[src/rtl/neuron_output_collector.sv]
// ---------------------------------------------------------------------------
// neuron_output_collector
//
// Consumer end of a neuron layer's result interface. Each valid accumulator
// result is passed through ReLU, rescaled by a right shift and saturated to
// an unsigned multiplicand word. The words are buffered until a full vector
// is held, and the vector is then replayed to the next layer as one burst.
// The burst is contiguous, valid-qualified and one word per cycle.
//
// Ports
//   clk        system clock, rising edge
//   rst        asynchronous, active-low reset
//   in_valid   in_data carries a result this cycle
//   in_data    signed accumulator result (IN_W bits, two's complement)
//   out_ready  downstream can take a whole burst; sampled only while waiting
//   out_valid  out_data carries a word this cycle
//   out_data   quantized multiplicand word (OUT_W bits, unsigned)
//   out_last   final word of the burst
//   busy       a full vector is held (waiting to send or sending)
//   drop_err   sticky: a result arrived while a vector was held
// ---------------------------------------------------------------------------
module neuron_output_collector #(
    parameter int IN_W       = 23,
    parameter int OUT_W      = 12,
    parameter int FRAC_SHIFT = 8,
    parameter int VEC_LEN    = 3
) (
    input  logic             clk,
    input  logic             rst,
    input  logic             in_valid,
    input  logic [IN_W-1:0]  in_data,
    input  logic             out_ready,
    output logic             out_valid,
    output logic [OUT_W-1:0] out_data,
    output logic             out_last,
    output logic             busy,
    output logic             drop_err
);

    // The read counter steps one past the last index after the final word,
    // so the counters must be able to hold VEC_LEN itself.
    localparam int CNT_W = $clog2(VEC_LEN + 1);
    localparam logic [CNT_W-1:0] LAST_IDX = CNT_W'(VEC_LEN - 1);
    localparam logic [IN_W-1:0]  SAT_MAX  = IN_W'((64'd1 << OUT_W) - 64'd1);

    typedef enum logic [1:0] {
        ST_COLLECT = 2'd0,
        ST_WAIT    = 2'd1,
        ST_SEND    = 2'd2
    } state_t;

    state_t             state_reg;
    logic [CNT_W-1:0]   wr_cnt_reg;
    logic [CNT_W-1:0]   rd_cnt_reg;
    logic               out_valid_reg;
    logic [OUT_W-1:0]   out_data_reg;
    logic               out_last_reg;
    logic               busy_reg;
    logic               drop_err_reg;

    // Vector buffer. It is never reset; its contents only matter after a
    // complete vector has been written.
    logic [OUT_W-1:0]   buf_mem [0:VEC_LEN-1];

    // ---------------------------------------------------------------
    // Quantizer: ReLU, then shift out the fraction bits, then clamp.
    // The shift is applied to the raw vector, so it is logical. That is
    // safe because negative inputs never reach the clamp.
    // ---------------------------------------------------------------
    logic [IN_W-1:0]  shifted;
    logic [OUT_W-1:0] q_word;

    assign shifted = in_data >> FRAC_SHIFT;

    always_comb begin
        q_word = '0;
        if (!in_data[IN_W-1]) begin
            q_word = (shifted > SAT_MAX) ? {OUT_W{1'b1}} : shifted[OUT_W-1:0];
        end
    end

    // Results are accepted only while collecting; anything else is dropped.
    logic wr_en;
    assign wr_en = in_valid && (state_reg == ST_COLLECT);

    always_ff @(posedge clk) begin
        if (wr_en) begin
            buf_mem[wr_cnt_reg] <= q_word;
        end
    end

    // WAIT launches the burst with word 0; SEND walks the read counter.
    logic [CNT_W-1:0] rd_addr;
    assign rd_addr = (state_reg == ST_SEND) ? rd_cnt_reg : '0;

    // ---------------------------------------------------------------
    // Control FSM with registered outputs
    // ---------------------------------------------------------------
    always_ff @(posedge clk or negedge rst) begin
        if (!rst) begin
            state_reg     <= ST_COLLECT;
            wr_cnt_reg    <= '0;
            rd_cnt_reg    <= '0;
            out_valid_reg <= 1'b0;
            out_data_reg  <= '0;
            out_last_reg  <= 1'b0;
            busy_reg      <= 1'b0;
            drop_err_reg  <= 1'b0;
        end else begin
            // A result is dropped whenever a vector is held. This includes
            // the edge that closes a burst, because the state is still SEND
            // on that edge.
            if (in_valid && (state_reg != ST_COLLECT)) begin
                drop_err_reg <= 1'b1;
            end

            case (state_reg)
                ST_COLLECT: begin
                    if (in_valid) begin
                        if (wr_cnt_reg == LAST_IDX) begin
                            wr_cnt_reg <= '0;
                            state_reg  <= ST_WAIT;
                            busy_reg   <= 1'b1;
                        end else begin
                            wr_cnt_reg <= wr_cnt_reg + 1'b1;
                        end
                    end
                end

                ST_WAIT: begin
                    if (out_ready) begin
                        state_reg     <= ST_SEND;
                        rd_cnt_reg    <= CNT_W'(1);
                        out_valid_reg <= 1'b1;
                        out_data_reg  <= buf_mem[rd_addr];
                        out_last_reg  <= (VEC_LEN == 1);
                    end
                end

                ST_SEND: begin
                    if (out_last_reg) begin
                        // The burst is complete. out_data keeps its last
                        // word.
                        state_reg     <= ST_COLLECT;
                        rd_cnt_reg    <= '0;
                        out_valid_reg <= 1'b0;
                        out_last_reg  <= 1'b0;
                        busy_reg      <= 1'b0;
                    end else begin
                        out_valid_reg <= 1'b1;
                        out_data_reg  <= buf_mem[rd_addr];
                        out_last_reg  <= (rd_cnt_reg == LAST_IDX);
                        rd_cnt_reg    <= rd_cnt_reg + 1'b1;
                    end
                end

                default: begin
                    state_reg <= ST_COLLECT;
                end
            endcase
        end
    end

    assign out_valid = out_valid_reg;
    assign out_data  = out_data_reg;
    assign out_last  = out_last_reg;
    assign busy      = busy_reg;
    assign drop_err  = drop_err_reg;

endmodule

[config.mk]
export PLATFORM = sky130hd
export DESIGN_NAME = neuron_output_collector
export DESIGN_NICKNAME = d
export VERILOG_FILES = /design/src/rtl/neuron_output_collector.sv
export SDC_FILE = /design/constraint.sdc
export NUM_CORES = 1
export LEC_CHECK = 0
export CORE_UTILIZATION = 60
export DETAILED_ROUTE_END_ITERATION = 8
export DONT_BUFFER_PORTS = 1
export PLACE_DENSITY = 0.83
export SYNTH_ARGS = -nofsm -noshare
export SYNTH_HDL_FRONTEND = slang
export SYNTH_SLANG_ARGS = --single-unit
[constraint.sdc]
create_clock -name clk -period 2.9 [get_ports clk]
set_clock_uncertainty 0.05 [all_clocks]
set_input_delay 0.29 -clock clk [delete_from_list [all_inputs] [get_ports clk]]
set_output_delay 0.29 -clock clk [all_outputs]
set_load 0.01 [all_outputs]
# == After elaboration in Yosys (flattened, before gate mapping) ==
# Memory sizes are Yosys's and may differ from the RTL's.
# Cells that the tools add are included.
# totals
reg_bits,22
latch_bits,0
ram_bits,36
mem_bits_ro,0
wordCells,59
memories,1
# mem_list
name,depth,width,rd,rd_clocked_by_memory_dff,wr,line_no,source
buf_mem,3,12,1,0,1,63,logic [OUT_W-1:0] buf_mem [0:VEC_LEN-1];
# classes
n_addsub,2
n_mul,0
div_mod_pow,0
order_cmp,1
n_eq_ne,9
n_shift,0
mux,27
bitwise_logic,0
n_reduce_logical,11
# op_table
op,count
$mux W12,4
$pmux W12 S2,1
$mux W2,8
$gt A15 B12 Y1 const B,1
$mux W1,9
$ne A2 B2 Y1 const B,4
$reduce_and A4 Y1,2
$eq A2 B2 Y1 const B,3
$pmux W1 S2,3
$pmux W2 S3,1
$reduce_bool A2 Y1,3
$add A2 B1 Y2 const B,2
$pmux W2 S2,1
$reduce_and A2 Y1,2
$reduce_and A3 Y1,1
$eq A2 B1 Y1 const B,1
$logic_and A1 B1 Y1,2
$logic_not A2 Y1,1
$ne A2 B1 Y1 const B,1

# == Logic depth before layout (Yosys ltp) ==
# Gate-level depths: netlist of the first run.
# An unclocked memory read counts as a cell.
# depth
depth_word,5
ltp_mapped,7

# == Worst setup path before layout of the first run ==
# OpenSTA, ideal clock, no wires.
# synth_timing
kind,register to register
start,reg state_reg[0]
end,mem buf_mem[1][0] (enable)
setup_ns,0.402
t_arrival_ns,2.026
t_required_ns,2.448
setup_slack_ns,0.423
stages_incl_launch_ff,4
path_buffers,1
synth_period_minus_slack_ns,2.477
path_cell_list,dfrtp_1 buf_2 or3b_1 nor3b_1
# synth_between
elab_chain_cells,4
# synth_lines
item,line_no,source
"start, declared",52,state_t state_reg;
"start signal, assigned",101,state_reg <= ST_COLLECT;
"start signal, assigned",122,state_reg <= ST_WAIT;
"start signal, assigned",132,state_reg <= ST_SEND;
$logic_not A2 Y1,84,assign wr_en = in_valid && (state_reg == ST_COLLECT);
$logic_and A1 B1 Y1,84,
$mux W1,87,if (wr_en) begin
$mux W1 (not written as such),88,buf_mem[wr_cnt_reg] <= q_word;
"end, declared",63,
# Every way passes these cells.

# == Worst setup path in the final report of the first run ==
# layout_timing
start,reg state_reg[1]
end,reg out_data_reg[2] (netlist: out_data[2])
# layout_between
elab_chain_cells,5
elab_cells_between_ends,11
cone_classes,eq/ne: 4; mux: 4; reduce/logical: 2; memory: 1
# layout_lines
item,line_no,source
$eq A2 B2 Y1,"94, 117",
$mux W2,94,assign rd_addr = (state_reg == ST_SEND) ? rd_cnt_reg : '0;
$mem_v2 Z3 W12,n/a,
"$mux W12, on equally long branches","141, 131",
$pmux W12 S2,117,case (state_reg)
"end signal, assigned",135,out_data_reg <= buf_mem[rd_addr];
"end signal, assigned",151,out_data_reg <= buf_mem[rd_addr];
"end, declared",56,logic [OUT_W-1:0] out_data_reg;
# Parallel ways exist; a longest one is shown, timed or not. The select of a mux whose other input is x is not followed.
# A chain may end at the register's enable or synchronous reset.

==> results of run 1 <==
[power by group]
group / internal, mW / leakage, nW / switching (mW)
Clock: 0.351 / 0.0908 / 0.293
Sequential: 1.13 / 0.598 / 0.303
Combinational: 0.368 / 0.389 / 0.398
Total: 1.85 / 1.08 / 0.995
[cell usage after synthesis (3+ instances only)]
library cell	n	area, um2
edfxtp_1	36	1080
o41ai_2	6	97.6
buf_2	3	15.0
or2_2	12	75.1
nand2b_1	4	25.0
nand2_1	4	15.0
inv_1	4	15.0
dfrtp_1	22	551
a21oi_1	16	80.1
nor2_1	39	146
nor3b_1	12	90.1
nand3_1	12	60.1
clkbuf_1	11	41.3
o41ai_1	5	43.8
o21ai_0	3	15.0
or4bb_1	9	101
[how the worst max path moves through the flow]
| stage | depth (start not counted) | endpoint | from | slack, ps |
|---|---|---|---|---|
| CTS | 3 | out_data[2] | state_reg[1] | 790 |
| detailed placement | 3 | out_data[2] | state_reg[1] | 810 |
| global route | 3 | out_data[2] | state_reg[1] | 670 |
| floorplan | 3 | buf_mem[1][0] | state_reg[0] | 420 |
| finish | 3 | out_data[2] | state_reg[1] | 790 |
| global placement | 3 | out_data[2] | state_reg[1] | 850 |
[metal layers]
layer / up-vias / track usage
li1: 803 / -
met1: 831 / 0.301
met2: 46 / 0.436
met3: 15 / 0.0550
met4: 0 / 0.164
met5: - / 0
[cells by family after synthesis]
family                     count (synthesis)  synth area share
AOI/OAI and AO/OA                         35             0.103
adders and majority gates                  1           0.00474
buffers and inverters                     20            0.0356
DFF                                       58             0.619
muxes                                      1           0.00380
and+or+nand+nor                          104             0.234
[worst register-to-register path, cell delays in order, from the launching register on]
cell and delay, ps:
dfrtp_1 740, or3b_4 550, and2_4 270, o41ai_1 390
[area by class of cell]
cell class | instances | area [um2]
multi-input combinational | 141 | 912
clock inverter | 3 | 13.8
timing repair buffer | 6 | 47.5
tap | 50 | 62.6
fill | 279 | 1270
inverter | 4 | 15.0
sequential | 58 | 1630
clock buffer | 13 | 159
[through the flow]
stage	worst slack, ps	hold WS, ps	instance area [um2]	std cells
after floorplan	423	-55.6	2640	219
after global placement	854	-55.1	2660	258
after detailed placement	811	-55.1	2660	258
after CTS	788	59.0	2840	275
after global routing	665	60.1	2840	275
final	791	57.9	2840	275
[repair_timing]
| action | 4_1_cts | 5_1_grt |
|---|---|---|
| endpoints found under the hold margin | 22 | 0 |
| setup endpoints to repair | 0 | 0 |
| hold buffers | 1 | 0 |
[cells in the final DEF, fill, tap and decap left out]
master	n
o31ai_1	1
or3b_2	1
clkinv_2	2
ha_1	1
o21ai_0	3
or3b_1	1
a21o_1	2
nand3_1	12
nor3_1	1
clkinv_1	1
edfxtp_1	36
clkbuf_8	11
clkbuf_1	2
inv_1	4
and2_4	1
or3b_4	1
mux2i_1	1
nor4bb_1	1
nand3b_1	1
nor3b_1	12
o22ai_1	2
buf_4	5
nor2_1	39
dfrtp_1	22
a21oi_1	16
or3_1	1
o41ai_1	5
nand4bb_1	2
dlygate4sd3_1	1
and4b_1	1
nand2b_1	4
or4bb_1	9
nor2b_1	1
o41ai_2	6
or2_2	12
nand2_1	4
==> impl_results.md, run 1 <==
* Routed wire length on met3 at 227 um
* Flop2flop setup slack at 790 ps
* Max reg flops at 36
* Final setup viols at 0
* CP arrival at 2270 ps
* RR Endpoint: out_data[2]
* Power Total at 2.85 mW
* Synthesized cell area at 2640 um2
* Clk slew on worst S/H paths at 60 ps
* Vias at 1,695
* Final ANT Viol Nets at 0
* Hold Path Depth at 2
* Global-route wire length before repair at 8330 um
* Slowest stage delay, CP at 740 ps
* WL met1 at 2290 um
* Die Width at 68.3 um
* DR iter-0 viols at 102
* Worst Hold End: drop_err
* Synthesis-stage register bit count at 58
* Core ar. at 4120 um2
* Fin util at 0.690
* Clock Sinks at 58
* Status: finished, final reports clean
* Period Utilization, post-route at 0.727
* Yosys cell types at 33
* CP required at 3060 ps
* Grt ovf at 0
* Port Buf Inserts at 0
* Worst hold path class: in -> reg
* Slew @ Worst Pin at 1030 ps
* Pwr dens at 1000 nW/um2
* Crit. End Element: register
* Sequential share of the synthesized area at 0.619
* Drt drc at 0
* Max-slew headroom at 0.310
* Synthesized Nets at 247
* Peak supply drop at 0.406 mV
* Period minus WS final at 2110 ps
* Fmax at 474 MHz
* Top Family by Delay on Critical Path: simple AND/OR/NAND/NOR gates
* DR top layer: met4
* R2R cell count at 3
* RSZ-0062 raised after global routing: no
* Reg-to-reg critical path startpoint: state_reg[1]
* Cts bufs inserted at 9
* Slowest stage cell, crit path: dfrtp_1
* Final Net Count at 248
* Initial Util at 0.641
* Die height at 68.3 um
* Largest net degree at the start of global routing at 29
* Ys Warns at 0
* Async SR Flop Fraction at 0.379
* Fin. Hold Viols at 0
* I/O pin total at 43
* Buf+Inv Stages, Crit Path at 0
* GRT Util Overall at 0.260
* Final HPWL DP at 3300 um
* Crit path kind: reg -> reg
* Placer Congestion at 0.831
* Worst Path Max Fanout at 22
* Vias per inst at 6.16
* Share of cells above drive strength 1 at 0.173
* Bufs on Longest Clock Path at 2
* Setup TNS at 0 ps
* Maxcap violations at 0
* Syn avg cell area at 12.0 um2
* Initial antenna violation count at 0
* Post-synthesis cell count at 219
* Die footprint at 4660 um2
* Post-CTS Setup Bufs at 0
* Layout Area Growth over Synthesis at 7.73%
* CTS tree: done
* Post-synth EDFFs at 36
* CP Launch Type: register
* # diodes at 0
* Leakage power at 1.08 nW
* Routed WL per cell at 19.5 um
* Vias in the first global route at 1,728
* DR pass1 iterations at 4
* Post-cts resize count at 0
* Worst skew pair latency at 330 ps
* DRT Wirelength at 5360 um
* Met2 wire length at 2690 um
* Max H-tree Level at 3
* Crit path cell chain: or3b_4 -> and2_4 -> o41ai_1
* Hold Crit Start: in_valid
* Max Slew Vio Count at 0
* Row count at 23
* Main flop type after synthesis: edfxtp_1
* Root buf cell: clkbuf_8
Note: power is estimated with default switching activity, not from simulation.
==> run 2: changes to the inputs <==
--- a/config.mk
+++ b/config.mk
@@ -5,10 +5,10 @@
 export SDC_FILE = /design/constraint.sdc
 export NUM_CORES = 1
 export LEC_CHECK = 0
-export CORE_UTILIZATION = 60
+export CORE_UTILIZATION = 56
 export DETAILED_ROUTE_END_ITERATION = 8
 export DONT_BUFFER_PORTS = 1
-export PLACE_DENSITY = 0.83
+export PLACE_DENSITY = 0.81
 export SYNTH_ARGS = -nofsm -noshare
 export SYNTH_HDL_FRONTEND = slang
 export SYNTH_SLANG_ARGS = --single-unit
==> constraint.sdc (replaced) <==
create_clock -name clk -period 1.8 [get_ports clk]
set_clock_uncertainty 0.05 [all_clocks]
set_input_delay 0.18 -clock clk [delete_from_list [all_inputs] [get_ports clk]]
set_output_delay 0.18 -clock clk [all_outputs]
set_load 0.01 [all_outputs]
==> run 2 against run 1 <==
  * Die area increased by 6.9%
  * Clock power increased by 57%
  * Largest cell class unchanged
  * First-iteration DRC count decreased by 33%
  * Register-to-register slack got worse by 630 ps
  * Setup slack got worse by 630 ps
  * The run now ends with DRC left
==> impl_results.md, run 2 (synthesis gave the netlist of run 1 again) <==
* Status: finished, violations left (was finished, final reports clean)
* Failing checks: DRC
* Post-CTS Setup Bufs at 0 (unchanged)
* Core ar. at 4440 um2 (was 4120 um2)
* Routed WL per cell at 18.9 um (was 19.5 um)
* Fmax at 610 MHz (was 474 MHz)
* Die footprint at 4990 um2 (was 4660 um2)
* Bufs on Longest Clock Path at 2 (unchanged)
* Max-slew headroom at 0.279 (was 0.310)
* RSZ-0062 raised after global routing: no (unchanged)
* Placer Congestion at 0.770 (was 0.831)
* CP Launch Type: register (unchanged)
* Commonest non-fill, non-tap cell in the layout: nor2_1 (unchanged)
* Clock Sinks at 58 (unchanged)
* Leakage power at 1.14 nW (was 1.08 nW)
* Slew @ Worst Pin at 1080 ps (was 1030 ps)
* Crit. End Element: register (unchanged)
* Commonest cells after routing, fill and taps aside: nor2_1, edfxtp_1, dfrtp_1 (unchanged)
* GRT Util Overall at 0.244 (was 0.260)
* Port Buf Inserts at 0 (unchanged)
* Vias at 1,736 (was 1,695)
* Final ANT Viol Nets at 0 (unchanged)
* DR iter-0 viols at 68 (was 102)
* WHS at 6.00 ps (was 57.9 ps)
* Met3 Use GR at 0.0527 (was 0.0550)
* Root buf cell: clkbuf_8 (unchanged)
* Pwr dens at 1590 nW/um2 (was 1000 nW/um2)
* Max reg flops at 36 (unchanged)
* Die Width at 70.6 um (was 68.3 um)
* Layout Area Growth over Synthesis at 13.0% (was 7.73%)
* DRT Wirelength at 5420 um (was 5360 um)
* Final HPWL DP at 3360 um (was 3300 um)
* Worst hold path class: in -> reg (unchanged)
* Share of cells above drive strength 1 at 0.217 (was 0.173)
* Max H-tree Level at 3 (unchanged)
* Pre-CTS setup slack at 112 ps (was 811 ps)
* CP arrival at 1810 ps (was 2270 ps)
* Max Slew Vio Count at 0 (unchanged)
* Maxcap violations at 0 (unchanged)
* Drt drc at 4 (was 0)
* Global-route wire length before repair at 8850 um (was 8330 um)
* Row count at 24 (was 23)
* Peak supply drop at 0.787 mV (was 0.406 mV)
* Met1 usage at 0.286 (was 0.301)
* Fin. Hold Viols at 0 (unchanged)
* Largest net degree at the start of global routing at 24 (was 29)
* Reg area at 1630 um2 (about the same)
* Worst Path Max Fanout at 15 (was 22)
* M2 GR Usage at 0.420 (was 0.436)
* CP required at 1970 ps (was 3060 ps)
* Final setup viols at 0 (unchanged)
* Initial Util at 0.593 (was 0.641)
* Final setup margin at 161 ps (was 791 ps)
* Period Utilization, post-route at 0.910 (was 0.727)
* Worst skew pair latency at 340 ps (was 330 ps)
* Crit path kind: reg -> reg (unchanged)
* Vias per inst at 6.05 (was 6.16)
* Grt ovf at 0 (unchanged)
* FILL cells at 322 (was 279)
* Clk slew on worst S/H paths at 60 ps (about the same)
* CTS tree: done (unchanged)
* I/O pin total at 43 (unchanged)
* Global route hottest layer: met2 (unchanged)
* Die height at 70.6 um (was 68.3 um)
* Area of the multi-input gates at 937 um2 (was 912 um2)
* Period minus WS final at 1640 ps (was 2110 ps)
* Vias in the first global route at 1,785 (was 1,728)
* DR pass1 iterations at 8 (was 4)
* Final Net Count at 258 (was 248)
* # diodes at 0 (unchanged)
* Cts bufs inserted at 9 (unchanged)
* Initial antenna violation count at 0 (unchanged)
## run 2: timing repair
item                       in CTS  in global routing
setup endpoints to repair       0                  4
hold buffers                    3                  0
resized for setup               0                  1
hold endpoints to repair       49                  0
## run 2: stage by stage
| stage | utilization | cell area, um2 | power [mW] | cells | setup TNS [ps] |
|---|---|---|---|---|---|
| after floorplan | - | 2680 | 3.31 | 219 | -198 |
| after global placement | 0.626 | 2780 | 3.70 | 268 | 0 |
| after detailed placement | 0.626 | 2780 | 3.74 | 268 | 0 |
| after CTS | 0.670 | 2980 | 4.77 | 287 | 0 |
| after global routing | 0.670 | 2980 | 5.01 | 287 | 0 |
| final | 0.670 | 2980 | 4.74 | 287 | 0 |
## run 2: area by class of cell
cell class	instances	share of cell area
clock inverters	3	0.00504
inverters	4	0.00504
clock buffers	13	0.0500
flip-flops and latches	58	0.548
repair buffers	16	0.0554
well taps	52	0.0218
multi-input cells	141	0.315
## run 2: critical path, cell delays in order (launching register included)
cell and delay, ps:
dfrtp_1 440, or3b_4 400, and2_4 240, o41ai_1 380
## run 2: routing by layer
| metal | wire length, um | share of wire | vias to the layer above |
|---|---|---|---|
| li1 | - | - | 826 |
| met1 | 2260 | 0.42 | 853 |
| met2 | 2850 | 0.52 | 47 |
| met3 | 198 | 0.037 | 10 |
| met4 | 119 | 0.022 | 0 |
| met5 | 0 | 0 | - |
## run 2: final timing paths
check | to | start | depth (start not counted) | slack, ps
setup / recovery | out_data[1] | out_last | 3 | 160
min in group asynchronous | out_last | rst | 1 | 440
hold reg to reg | state_reg[0] | state_reg[1] | 1 | 440
setup reg to reg | out_data[1] | out_last | 3 | 160
max in group asynchronous | rd_cnt_reg[0] | rst | 1 | 540
hold / removal | state_reg[0] | out_ready | 3 | 6
## run 2: where the power goes
part           total, mW  internal (mW)  leakage (nW)  switching [mW]
sequential          2.22           1.83         0.597           0.391
combinational       1.51          0.733         0.451           0.779
clock               1.01          0.530        0.0872           0.481
total               4.74           3.09          1.14            1.65
